===== src/rtl/irq_ctrl_pkg.sv =====
// Shared constants and types for the interrupt controller: default sizing,
// register word addresses and the source ID type.
package irq_ctrl_pkg;

  localparam int NUM_SRC_DEF = 8;
  localparam int PRIO_W_DEF  = 3;

  typedef logic [4:0] id_t;

  localparam logic [4:0] ADDR_PENDING   = 5'h00;
  localparam logic [4:0] ADDR_ENABLE    = 5'h04;
  localparam logic [4:0] ADDR_THRESHOLD = 5'h08;
  localparam logic [4:0] ADDR_CLAIM     = 5'h0C;
  localparam logic [4:0] ADDR_PRIORITY  = 5'h10;

  // Byte address to word-aligned register address.
  function automatic logic [4:0] word_addr(input logic [4:0] a);
    return {a[4:2], 2'b00};
  endfunction

endpackage


===== src/rtl/irq_gateway.sv =====
// Per-source gateway: 2-flop synchronizer, sticky pending bit and in-service
// bit. A claim always wins over a same-cycle re-assertion of the source.
module irq_gateway (
  input  logic clk,
  input  logic rst_n,
  input  logic i_src,
  input  logic i_claim,
  input  logic i_complete,
  output logic o_pending,
  output logic o_in_service
);

  logic r_sync1;
  logic r_sync2;
  logic r_pending;
  logic r_in_service;

  always_ff @(posedge clk or negedge rst_n) begin
    if (!rst_n) begin
      r_sync1      <= 1'b0;
      r_sync2      <= 1'b0;
      r_pending    <= 1'b0;
      r_in_service <= 1'b0;
    end else begin
      r_sync1 <= i_src;
      r_sync2 <= r_sync1;
      if (i_claim) begin
        r_pending    <= 1'b0;
        r_in_service <= 1'b1;
      end else begin
        if (r_sync2 && !r_in_service) r_pending <= 1'b1;
        if (i_complete) r_in_service <= 1'b0;
      end
    end
  end

  assign o_pending    = r_pending;
  assign o_in_service = r_in_service;

endmodule


===== src/rtl/irq_ctrl.sv =====
// Interrupt controller: per-source gateways, register file, priority-based
// winner selection, claim/complete handshake and registered core interrupt.
module irq_ctrl
  import irq_ctrl_pkg::*;
#(
  parameter int NUM_SRC = NUM_SRC_DEF,
  parameter int PRIO_W  = PRIO_W_DEF
) (
  input  logic               clk,
  input  logic               rst_n,
  input  logic [NUM_SRC-1:0] irq_src_i,
  input  logic               sel_i,
  input  logic               we_i,
  input  logic [4:0]         addr_i,
  input  logic [31:0]        wdata_i,
  output logic [31:0]        rdata_o,
  output logic               irq_ext_o
);

  localparam int PW = NUM_SRC * PRIO_W;

  logic [NUM_SRC-1:0] r_enable;
  logic [PRIO_W-1:0]  r_threshold;
  logic [PRIO_W-1:0]  r_prio [NUM_SRC];
  logic [31:0]        r_rdata;
  logic               r_irq;

  logic [NUM_SRC-1:0] w_pending;
  logic [NUM_SRC-1:0] w_in_service;
  logic [NUM_SRC-1:0] w_eligible;
  logic [NUM_SRC-1:0] w_claim;
  logic [NUM_SRC-1:0] w_complete;
  logic [PW+31:0]     w_prio_pad;
  logic [PW+31:0]     w_wdata_pad;
  logic [31:0]        w_rd_data;
  logic [4:0]         w_waddr;
  logic               w_rd;
  logic               w_wr;
  id_t                w_win_id;
  logic [PRIO_W-1:0]  w_win_prio;
  logic               w_unused_ok;

  assign w_waddr     = word_addr(addr_i);
  assign w_rd        = sel_i & ~we_i;
  assign w_wr        = sel_i & we_i;
  assign w_wdata_pad = {{PW{1'b0}}, wdata_i};
  assign w_prio_pad[PW +: 32] = '0;
  assign w_unused_ok = ^{addr_i[1:0], w_wdata_pad, w_prio_pad, w_in_service};

  for (genvar g = 0; g < NUM_SRC; g++) begin : g_src
    irq_gateway u_gw (
      .clk          (clk),
      .rst_n        (rst_n),
      .i_src        (irq_src_i[g]),
      .i_claim      (w_claim[g]),
      .i_complete   (w_complete[g]),
      .o_pending    (w_pending[g]),
      .o_in_service (w_in_service[g])
    );
    assign w_eligible[g] = w_pending[g] & r_enable[g] & (r_prio[g] > r_threshold);
    assign w_claim[g]    = w_rd && (w_waddr == ADDR_CLAIM) && (w_win_id == id_t'(g + 1));
    assign w_complete[g] = w_wr && (w_waddr == ADDR_CLAIM) && (wdata_i[4:0] == id_t'(g + 1));
    assign w_prio_pad[g*PRIO_W +: PRIO_W] = r_prio[g];
  end

  // Strictly-greater compare keeps the lowest ID on a priority tie.
  always_comb begin
    w_win_id   = '0;
    w_win_prio = '0;
    for (int i = 0; i < NUM_SRC; i++) begin
      if (w_eligible[i] && (r_prio[i] > w_win_prio)) begin
        w_win_prio = r_prio[i];
        w_win_id   = id_t'(i + 1);
      end
    end
  end

  always_comb begin
    w_rd_data = '0;
    case (w_waddr)
      ADDR_PENDING:   w_rd_data[NUM_SRC-1:0] = w_pending;
      ADDR_ENABLE:    w_rd_data[NUM_SRC-1:0] = r_enable;
      ADDR_THRESHOLD: w_rd_data[PRIO_W-1:0]  = r_threshold;
      ADDR_CLAIM:     w_rd_data[4:0]         = w_win_id;
      ADDR_PRIORITY:  w_rd_data              = w_prio_pad[31:0];
      default:        w_rd_data              = '0;
    endcase
  end

  always_ff @(posedge clk or negedge rst_n) begin
    if (!rst_n) begin
      r_enable    <= '0;
      r_threshold <= '0;
      r_rdata     <= '0;
      r_irq       <= 1'b0;
      for (int i = 0; i < NUM_SRC; i++) r_prio[i] <= '0;
    end else begin
      r_irq <= |w_eligible;
      if (w_rd) r_rdata <= w_rd_data;
      if (w_wr) begin
        case (w_waddr)
          ADDR_ENABLE:    r_enable    <= wdata_i[NUM_SRC-1:0];
          ADDR_THRESHOLD: r_threshold <= wdata_i[PRIO_W-1:0];
          ADDR_PRIORITY: begin
            // Only sources whose field fits in the 32-bit word are writable.
            for (int i = 0; i < NUM_SRC; i++) begin
              if (i * PRIO_W + PRIO_W <= 32) r_prio[i] <= w_wdata_pad[i*PRIO_W +: PRIO_W];
            end
          end
          default: ;
        endcase
      end
    end
  end

  assign rdata_o   = r_rdata;
  assign irq_ext_o = r_irq;

endmodule


===== config.mk =====
export PLATFORM = sky130hd
export DESIGN_NAME = irq_ctrl
export DESIGN_NICKNAME = d
export VERILOG_FILES = /design/src/rtl/irq_ctrl_pkg.sv /design/src/rtl/irq_gateway.sv /design/src/rtl/irq_ctrl.sv
export SDC_FILE = /design/constraint.sdc
export NUM_CORES = 1
export LEC_CHECK = 0
export CORE_ASPECT_RATIO = 0.75
export CORE_MARGIN = 2
export CORE_UTILIZATION = 43
export DETAILED_ROUTE_END_ITERATION = 8
export GPL_ROUTABILITY_DRIVEN = 0
export HOLD_SLACK_MARGIN = 0.03
export PLACE_DENSITY = 0.71
export SYNTH_ARGS = -nofsm -noshare
export SYNTH_HDL_FRONTEND = slang
export SYNTH_SLANG_ARGS = --single-unit

===== constraint.sdc =====
create_clock -name clk -period 10 [get_ports clk]
set_input_delay 1 -clock clk [delete_from_list [all_inputs] [get_ports clk]]
set_output_delay 1 -clock clk [all_outputs]
set_load 0.05 [all_outputs]

---- Word level (Yosys, flattened, before mapping) ----
Cells that the tools add are included.
cells by class
  order comparisons ....................... 16
  eq/ne operators ......................... 20
  multiplexer cells ....................... 51
  bitwise operators ....................... 19
  reduce and logical (&&, ||, !) cells .... 63
operators by type and width
  operator                                            number
  > comparator 3 bit                                  15
  == test 5 x 3 -> 1 bit, second input constant       8
  2-to-1 mux 5 bit                                    7
  logical AND 1 bit                                   34
  2-to-1 mux 1 bit                                    33
  nonzero test 2 bit                                  16
  2-to-1 mux 3 bit                                    7
  == test 5 x 2 -> 1 bit, second input constant       4
  bitwise AND 1 bit                                   18
  2-to-1 mux 16 bit                                   1
  case mux 3 bit (5 select lines)                     1
  == test 5 x 1 -> 1 bit, second input constant       2
  == test 5 x 4 -> 1 bit, second input constant       2
  case mux 3 bit (3 select lines)                     1
  zero test 1 bit                                     8
  case mux 2 bit (4 select lines)                     1
  OR reduction 8 bit                                  1
  == test 3 x 2 -> 1 bit, second input constant       2
  AND reduction 2 bit                                 3
  zero test 5 bit                                     1
  == test 3 x 1 -> 1 bit, second input constant       1
  == test 3 bit, second input constant                1
  > comparator 3 x 1 -> 1 bit, second input constant  1
  inverter 1 bit                                      1
word-level totals
  register bits ........................... 100
  output and inout port bits .............. 33

---- Longest topological paths before layout ----
  depth after elaboration ................. 28
  mapped depth ............................ 57

---- Modules after synthesis ----
From an unflattened synthesis, not the netlist that was laid out.
unflattened totals
  cells, all modules ...................... 540
  area, all modules ....................... 5221.3 um^2
modules (own cells, without submodules)
  module       times used  cells each  area each (um^2)  seq. area each (um^2)
  irq_ctrl     1           468         4170.2            1501.4
  irq_gateway  8           9           131.4             100.1

---- Worst setup path before layout ----
No wires, ideal clock.
  path type ............................... register to register
  start point ............................. register r_threshold[1]
  end point ............................... register g_src[3].u_gw.r_pending
  setup time .............................. 0.119 ns
  arrival time ............................ 10.059 ns
  data required time ...................... 9.881 ns
  path slack .............................. -0.178 ns
  cell stages (with the launch flop) ...... 53
  period minus slack after synthesis ...... 10.178 ns
  cell sequence ........................... dfrtp_1 -> inv_1 -> ha_1 -> nor2b_1 -> o311a_1 -> and3_1 -> ha_1 -> o21ai_1 -> nand4_4 -> mux2_4 -> ha_1 -> nor2b_1 -> o31ai_1 -> or2_1 -> buf_2 -> mux2_2 -> ha_1 -> nand2_1 -> [... 17 more ...] -> and2_1 -> buf_6 -> mux2_4 -> ha_1 -> nor2b_1 -> o21ai_0 -> a32oi_1 -> nand2_1 -> mux2_2 -> ha_1 -> a21o_1 -> a21oi_1 -> a31oi_1 -> nand2_1 -> nand3_1 -> nor2b_1 -> nand3_1 -> o21a_1
on the way
  word-level cells in the longest chain between the ends .. 28
  elaborated cells between the ends (all ways) .. 50
  those cells by class .................... order compare: 15; eq/ne: 1; mux: 16; bitwise: 8; reduce/logical: 10
ends and longest elaborated chain
  element                                                 line               source
  start, declared                                         irq_ctrl.sv:23     logic [PRIO_W-1:0] r_threshold;
  start signal, assigned                                  irq_ctrl.sv:103    ADDR_THRESHOLD: r_threshold <= wdata_i[PRIO_W-1:0];
  > comparator 3 bit                                      irq_ctrl.sv:60     assign w_eligible[g] = w_pending[g] & r_enable[g] & (r_prio[g] > r_threshold);
  bitwise AND 1 bit                                       irq_ctrl.sv:60
  logical AND 1 bit                                       irq_ctrl.sv:71     if (w_eligible[i] && (r_prio[i] > w_win_prio)) begin
  2-to-1 mux 3 bit                                        irq_ctrl.sv:71
  > comparator 3 bit                                      irq_ctrl.sv:71
  logical AND 1 bit                                       irq_ctrl.sv:71
  2-to-1 mux 3 bit                                        irq_ctrl.sv:71
  > comparator 3 bit                                      irq_ctrl.sv:71
  [... 12 more ...]                                       --
  logical AND 1 bit                                       irq_ctrl.sv:71
  2-to-1 mux 3 bit                                        irq_ctrl.sv:71
  > comparator 3 bit                                      irq_ctrl.sv:71
  logical AND 1 bit                                       irq_ctrl.sv:71
  2-to-1 mux 5 bit (*)                                    irq_ctrl.sv:71
  == test 5 x 3 -> 1 bit (*)                              irq_ctrl.sv:61     assign w_claim[g] = w_rd && (w_waddr == ADDR_CLAIM) && (w_win_id == id_t'(g + 1));
  logical AND 1 bit (*)                                   irq_ctrl.sv:61
  2-to-1 mux 1 bit or nonzero test 2 bit (tied branches)  --
  end signal, assigned                                    irq_gateway.sv:22  r_pending <= 1'b0;
  end signal, assigned                                    irq_gateway.sv:28  r_pending <= 1'b0;
  end signal, assigned                                    irq_gateway.sv:31  if (r_sync2 && !r_in_service) r_pending <= 1'b1;
  end, declared                                           irq_gateway.sv:15  logic r_pending;
Every way passes the cells marked *; elsewhere a longest branch is shown, timed or not.
A chain may end at the register's enable or synchronous reset.

---- Worst setup path after layout ----
  start point ............................. register r_threshold[1]
  end point ............................... register r_rdata[1] (netlist: rdata_o[1])
on the way
  word-level cells in the longest chain between the ends .. 26
  elaborated cells between the ends (all ways) .. 46
  those cells by class .................... order compare: 15; mux: 15; bitwise: 8; reduce/logical: 8
ends and longest elaborated chain
  element                              line            source
  > comparator 3 bit                   irq_ctrl.sv:60
  bitwise AND 1 bit                    irq_ctrl.sv:60
  logical AND 1 bit                    irq_ctrl.sv:71
  2-to-1 mux 3 bit                     irq_ctrl.sv:71
  > comparator 3 bit                   irq_ctrl.sv:71
  logical AND 1 bit                    irq_ctrl.sv:71
  2-to-1 mux 3 bit                     irq_ctrl.sv:71
  > comparator 3 bit                   irq_ctrl.sv:71
  [... 10 more ...]                    --
  2-to-1 mux 3 bit                     irq_ctrl.sv:71
  > comparator 3 bit                   irq_ctrl.sv:71
  logical AND 1 bit                    irq_ctrl.sv:71
  2-to-1 mux 3 bit                     irq_ctrl.sv:71
  > comparator 3 bit                   irq_ctrl.sv:71
  logical AND 1 bit                    irq_ctrl.sv:71
  2-to-1 mux 5 bit                     irq_ctrl.sv:71
  case mux 3 bit (5 select lines) (*)  irq_ctrl.sv:80  case (w_waddr)
  end signal, assigned                 irq_ctrl.sv:99  if (w_rd) r_rdata <= w_rd_data;
  end, declared                        irq_ctrl.sv:25  logic [31:0] r_rdata;
Marks and branches as above.

==> impl_results.md <==
* Post-synthesis instance area at 0.005218 mm^2
* Max-capacitance violation count at 0
* Most area-consuming cells after synthesis: sky130_fd_sc_hd__dfrtp_1 44%, sky130_fd_sc_hd__ha_1 9.6%, sky130_fd_sc_hd__nand2_1 5.3%
* Post-synthesis sequential area ratio at 0.4412
* Pleak at 3.025 nW
* Total number of clock tree sinks at 92
* Area of the die at 0.01304 mm^2
* Initial antenna violation count at 0
* Crit Path Category: register to register
* Area share of the leading cell type in the synthesized netlist at 0.4412
* Net Sw Power at 754.3 uW
* Via density per instance at 5.609
* GRT Resource Usage Total at 0.2257
* H-tree levels at 3
* Count of port buffers added during placement at 63
* Number of synthesized register bits at 92
* Post-synthesis instance total at 533
* Vias after detailed routing at 4515
* Most frequent cells in the layout: 91 x sky130_fd_sc_hd__dfrtp_1, 69 x sky130_fd_sc_hd__nand2_1, 62 x sky130_fd_sc_hd__clkdlybuf4s50_1, 47 x sky130_fd_sc_hd__buf_4, 43 x sky130_fd_sc_hd__o21ai_0
* Total CTS buffers at 9
* Minimum hold slack at 0.3469 ns
* Relative slew margins at 0.3669
* Number of detailed-route iterations in the first pass at 5
* Placed inst area at 0.006160 mm^2
* Master cell of the clock root buffer: sky130_fd_sc_hd__clkbuf_16
* Comb power frac at 0.540
* Number of hold violations in the final report at 0
* Number of warnings printed during yosys synthesis at 0
* Slew Limit Fails at 0
* Layout area overhead at 36.04%
* Net switching fraction of the power at 0.4108
* Number of global-route vias before repair at 4400
* DR iter-0 viols at 378
* Flop pwr share at 0.270
* Number of rows in the core area at 34
* Most frequent standard cell in the layout excluding fill and tap cells: sky130_fd_sc_hd__dfrtp_1
* Die extent in x at 131.2 um
* Clk Latency, worst-skew pair at 0.35 ns
* Power density over the cells at 258.7 mW/mm^2
* Maximum number of pins on one net before global-route repair at 60
* Mean post-synth cell area at 9.789 um^2
* Hold depth at 0
* Prevailing post-synth register cell: sky130_fd_sc_hd__dfrtp_1
* Final clock period utilization by the worst path at 0.9873
* Count of fill cells added during filler insertion at 944
* Initial standard-cell utilization of the core at 0.4460
* Routed WL per cell at 18.51 um
* Largest fanout of any net on the critical path at 5
* Antenna-violating nets left at 0
* Unrepaired setup endpoints after global routing: yes
* Final setup vio count at 0
* Crit-path most repeated cell: sky130_fd_sc_hd__ha_4
* Ports placed on the boundary at 82
* Post-Route Skew at 0.005827 ns
* Cell accounting for the most synthesized area: sky130_fd_sc_hd__dfrtp_1
* Buffer depth of the longest clock path at 2
* Global-route wire length before repair at 23250 um
* Cell with the largest stage delay on the worst path: sky130_fd_sc_hd__o311a_4
* Crit path required time at 10.23 ns
* Period minus WS final at 9.873 ns
* Transition at the pin with the smallest max-transition slack at 0.9433 ns
* Placeable core region at 0.01170 mm^2
* Register clock-pin slew on the reported worst setup and hold paths at 0.07 ns
* Fraction of layout cells with a size suffix above 1 at 0.2722
* Kind of path behind the tightest hold check: register to register
* Arr. time, crit path at 10.11 ns
* Finished Cell Area at 0.007098 mm^2
* Number of synthesized flops with an enable pin at 0
* Remaining DRCs at 0
* HPWL Detailed at 10050 um
* Critical path capture point type: register
* Post-Route WL at 14900 um
* Total internal power at 1.082 mW
* Overflow after GRT at 0
* Fmax at 0.1013 GHz
* IR drop worst, VDD at 0.1330 mV
* Peak per-stage delay on the critical path at 0.41 ns
* Run status: completed
* Number of distinct library cell variants in the gate-level netlist after synthesis at 67
* # diodes at 0
* DIE HEIGHT at 99.40 um
* Post-synth ARST share at 1.000
* CTS tree: yes
* Relative contribution of the clock network to total power at 0.190
* Depth of the most critical reg-to-reg path at 50
* Startpoint types: register
* Number of nets in the finished design at 727
final timing paths:
kind,slack (ns),startpoint,to
setup / recovery,0.13,r_threshold[1]$_DFFE_PN0P_,rdata_o[1]$_DFFE_PN0P_
hold / removal,0.35,g_src[2].u_gw.r_sync1$_DFF_PN0_,g_src[2].u_gw.r_sync2$_DFF_PN0_
setup reg to reg,0.13,r_threshold[1]$_DFFE_PN0P_,rdata_o[1]$_DFFE_PN0P_
hold reg to reg,0.35,g_src[2].u_gw.r_sync1$_DFF_PN0_,g_src[2].u_gw.r_sync2$_DFF_PN0_
max in group asynchronous,8.27,rst_n,rdata_o[9]$_DFFE_PN0P_
min in group asynchronous,0.60,rst_n,g_src[3].u_gw.o_in_service$_DFFE_PN0P_
state kept, by name, indices dropped and copies added (netlist names):
signal,count
r_enable,8
r_prio,24
irq_ext_o,1
g_src.u_gw.r_sync2,8
r_threshold,3
g_src.u_gw.o_pending,8
g_src.u_gw.o_in_service,8
g_src.u_gw.r_sync1,8
rdata_o,24
metrics by stage:
step | setup TNS (ns) | setup slack, ns | power, mW | cells | util
floorplan | 0 | 0.05275 | 0.9843 | 540 | -
global placement | 0 | 0.05244 | 1.171 | 766 | 0.5265
detailed placement | -4.790 | -0.3715 | 1.215 | 766 | 0.5265
CTS | 0 | 0.01381 | 1.631 | 788 | 0.5649
global route | -4.400 | -0.3258 | 1.942 | 805 | 0.6067
finish | 0 | 0.1273 | 1.836 | 805 | 0.6067
layer usage:
metal	GRT usage	vias to the layer above	wire (um)
li1	-	2098	-
met1	0.3039	2221	6404
met2	0.3709	168	7285
met3	0.04638	28	935
met4	0.07107	0	276
met5	0	-	0
area by class of cell:
cell class,count,area [um^2],area share
Clock buffer,9,225.2,0.03173
Clock inverter,7,75.07,0.01058
Inverter,31,116.4,0.01639
Multi-Input combinational cell,391,3157,0.4447
Sequential cell,92,2303,0.3245
Tap cell,162,202.7,0.02856
Timing Repair Buffer,113,1018,0.1435
cell families (layout without fill, tap and decap cells):
family	after synthesis	count (layout)	share of synthesized area
flip-flops	92	92	0.4412
adder cells (fa/ha/maj)	41	41	0.09784
other	1	8	0.0007187
AND/OR/NAND/NOR	163	163	0.1494
buffers and inverters	57	160	0.04844
multiplexers	36	36	0.07770
AO/OA/AOI/OAI	143	143	0.1847
power by group through the flow:
stage	clock [mW]	sequential (mW)	combinational, mW
2_1_floorplan	0	0.517	0.467
3_3_place_gp	0	0.490	0.681
3_5_place_dp	0	0.494	0.721
4_1_cts	0.353	0.489	0.789
5_1_grt	0.369	0.503	1.07
6_report	0.348	0.496	0.992
critical path: cells and delay by family, from the launching register on:
kind,cells,cell delay [ns]
compound gates,17,2.78
simple gates,17,2.45
mux,6,1.96
buf+inv,2,0.19
flops,1,0.39
fa+ha+maj,8,1.98
cell usage after synthesis (all sizes together), types with 5 or more instances:
library cell   n
and3           5
a31oi          9
a21oi         30
o22ai          5
nor2          31
o21ai         55
mux2          27
inv           31
and2           6
nand2         75
clkbuf        12
buf           14
mux2i          9
dfrtp         92
a21o           7
ha            40
nor2b         11
nand3         12
a22o           6
what timing repair did:
action | CTS | global route
gates resized for setup | 23 | 73
hold buffers | 0 | 0
pin swaps | 10 | 55
endpoints found under the setup margin | 19 | 20
buffers inserted | 6 | 19
No activity file was read; power rests on OpenSTA's default activity.
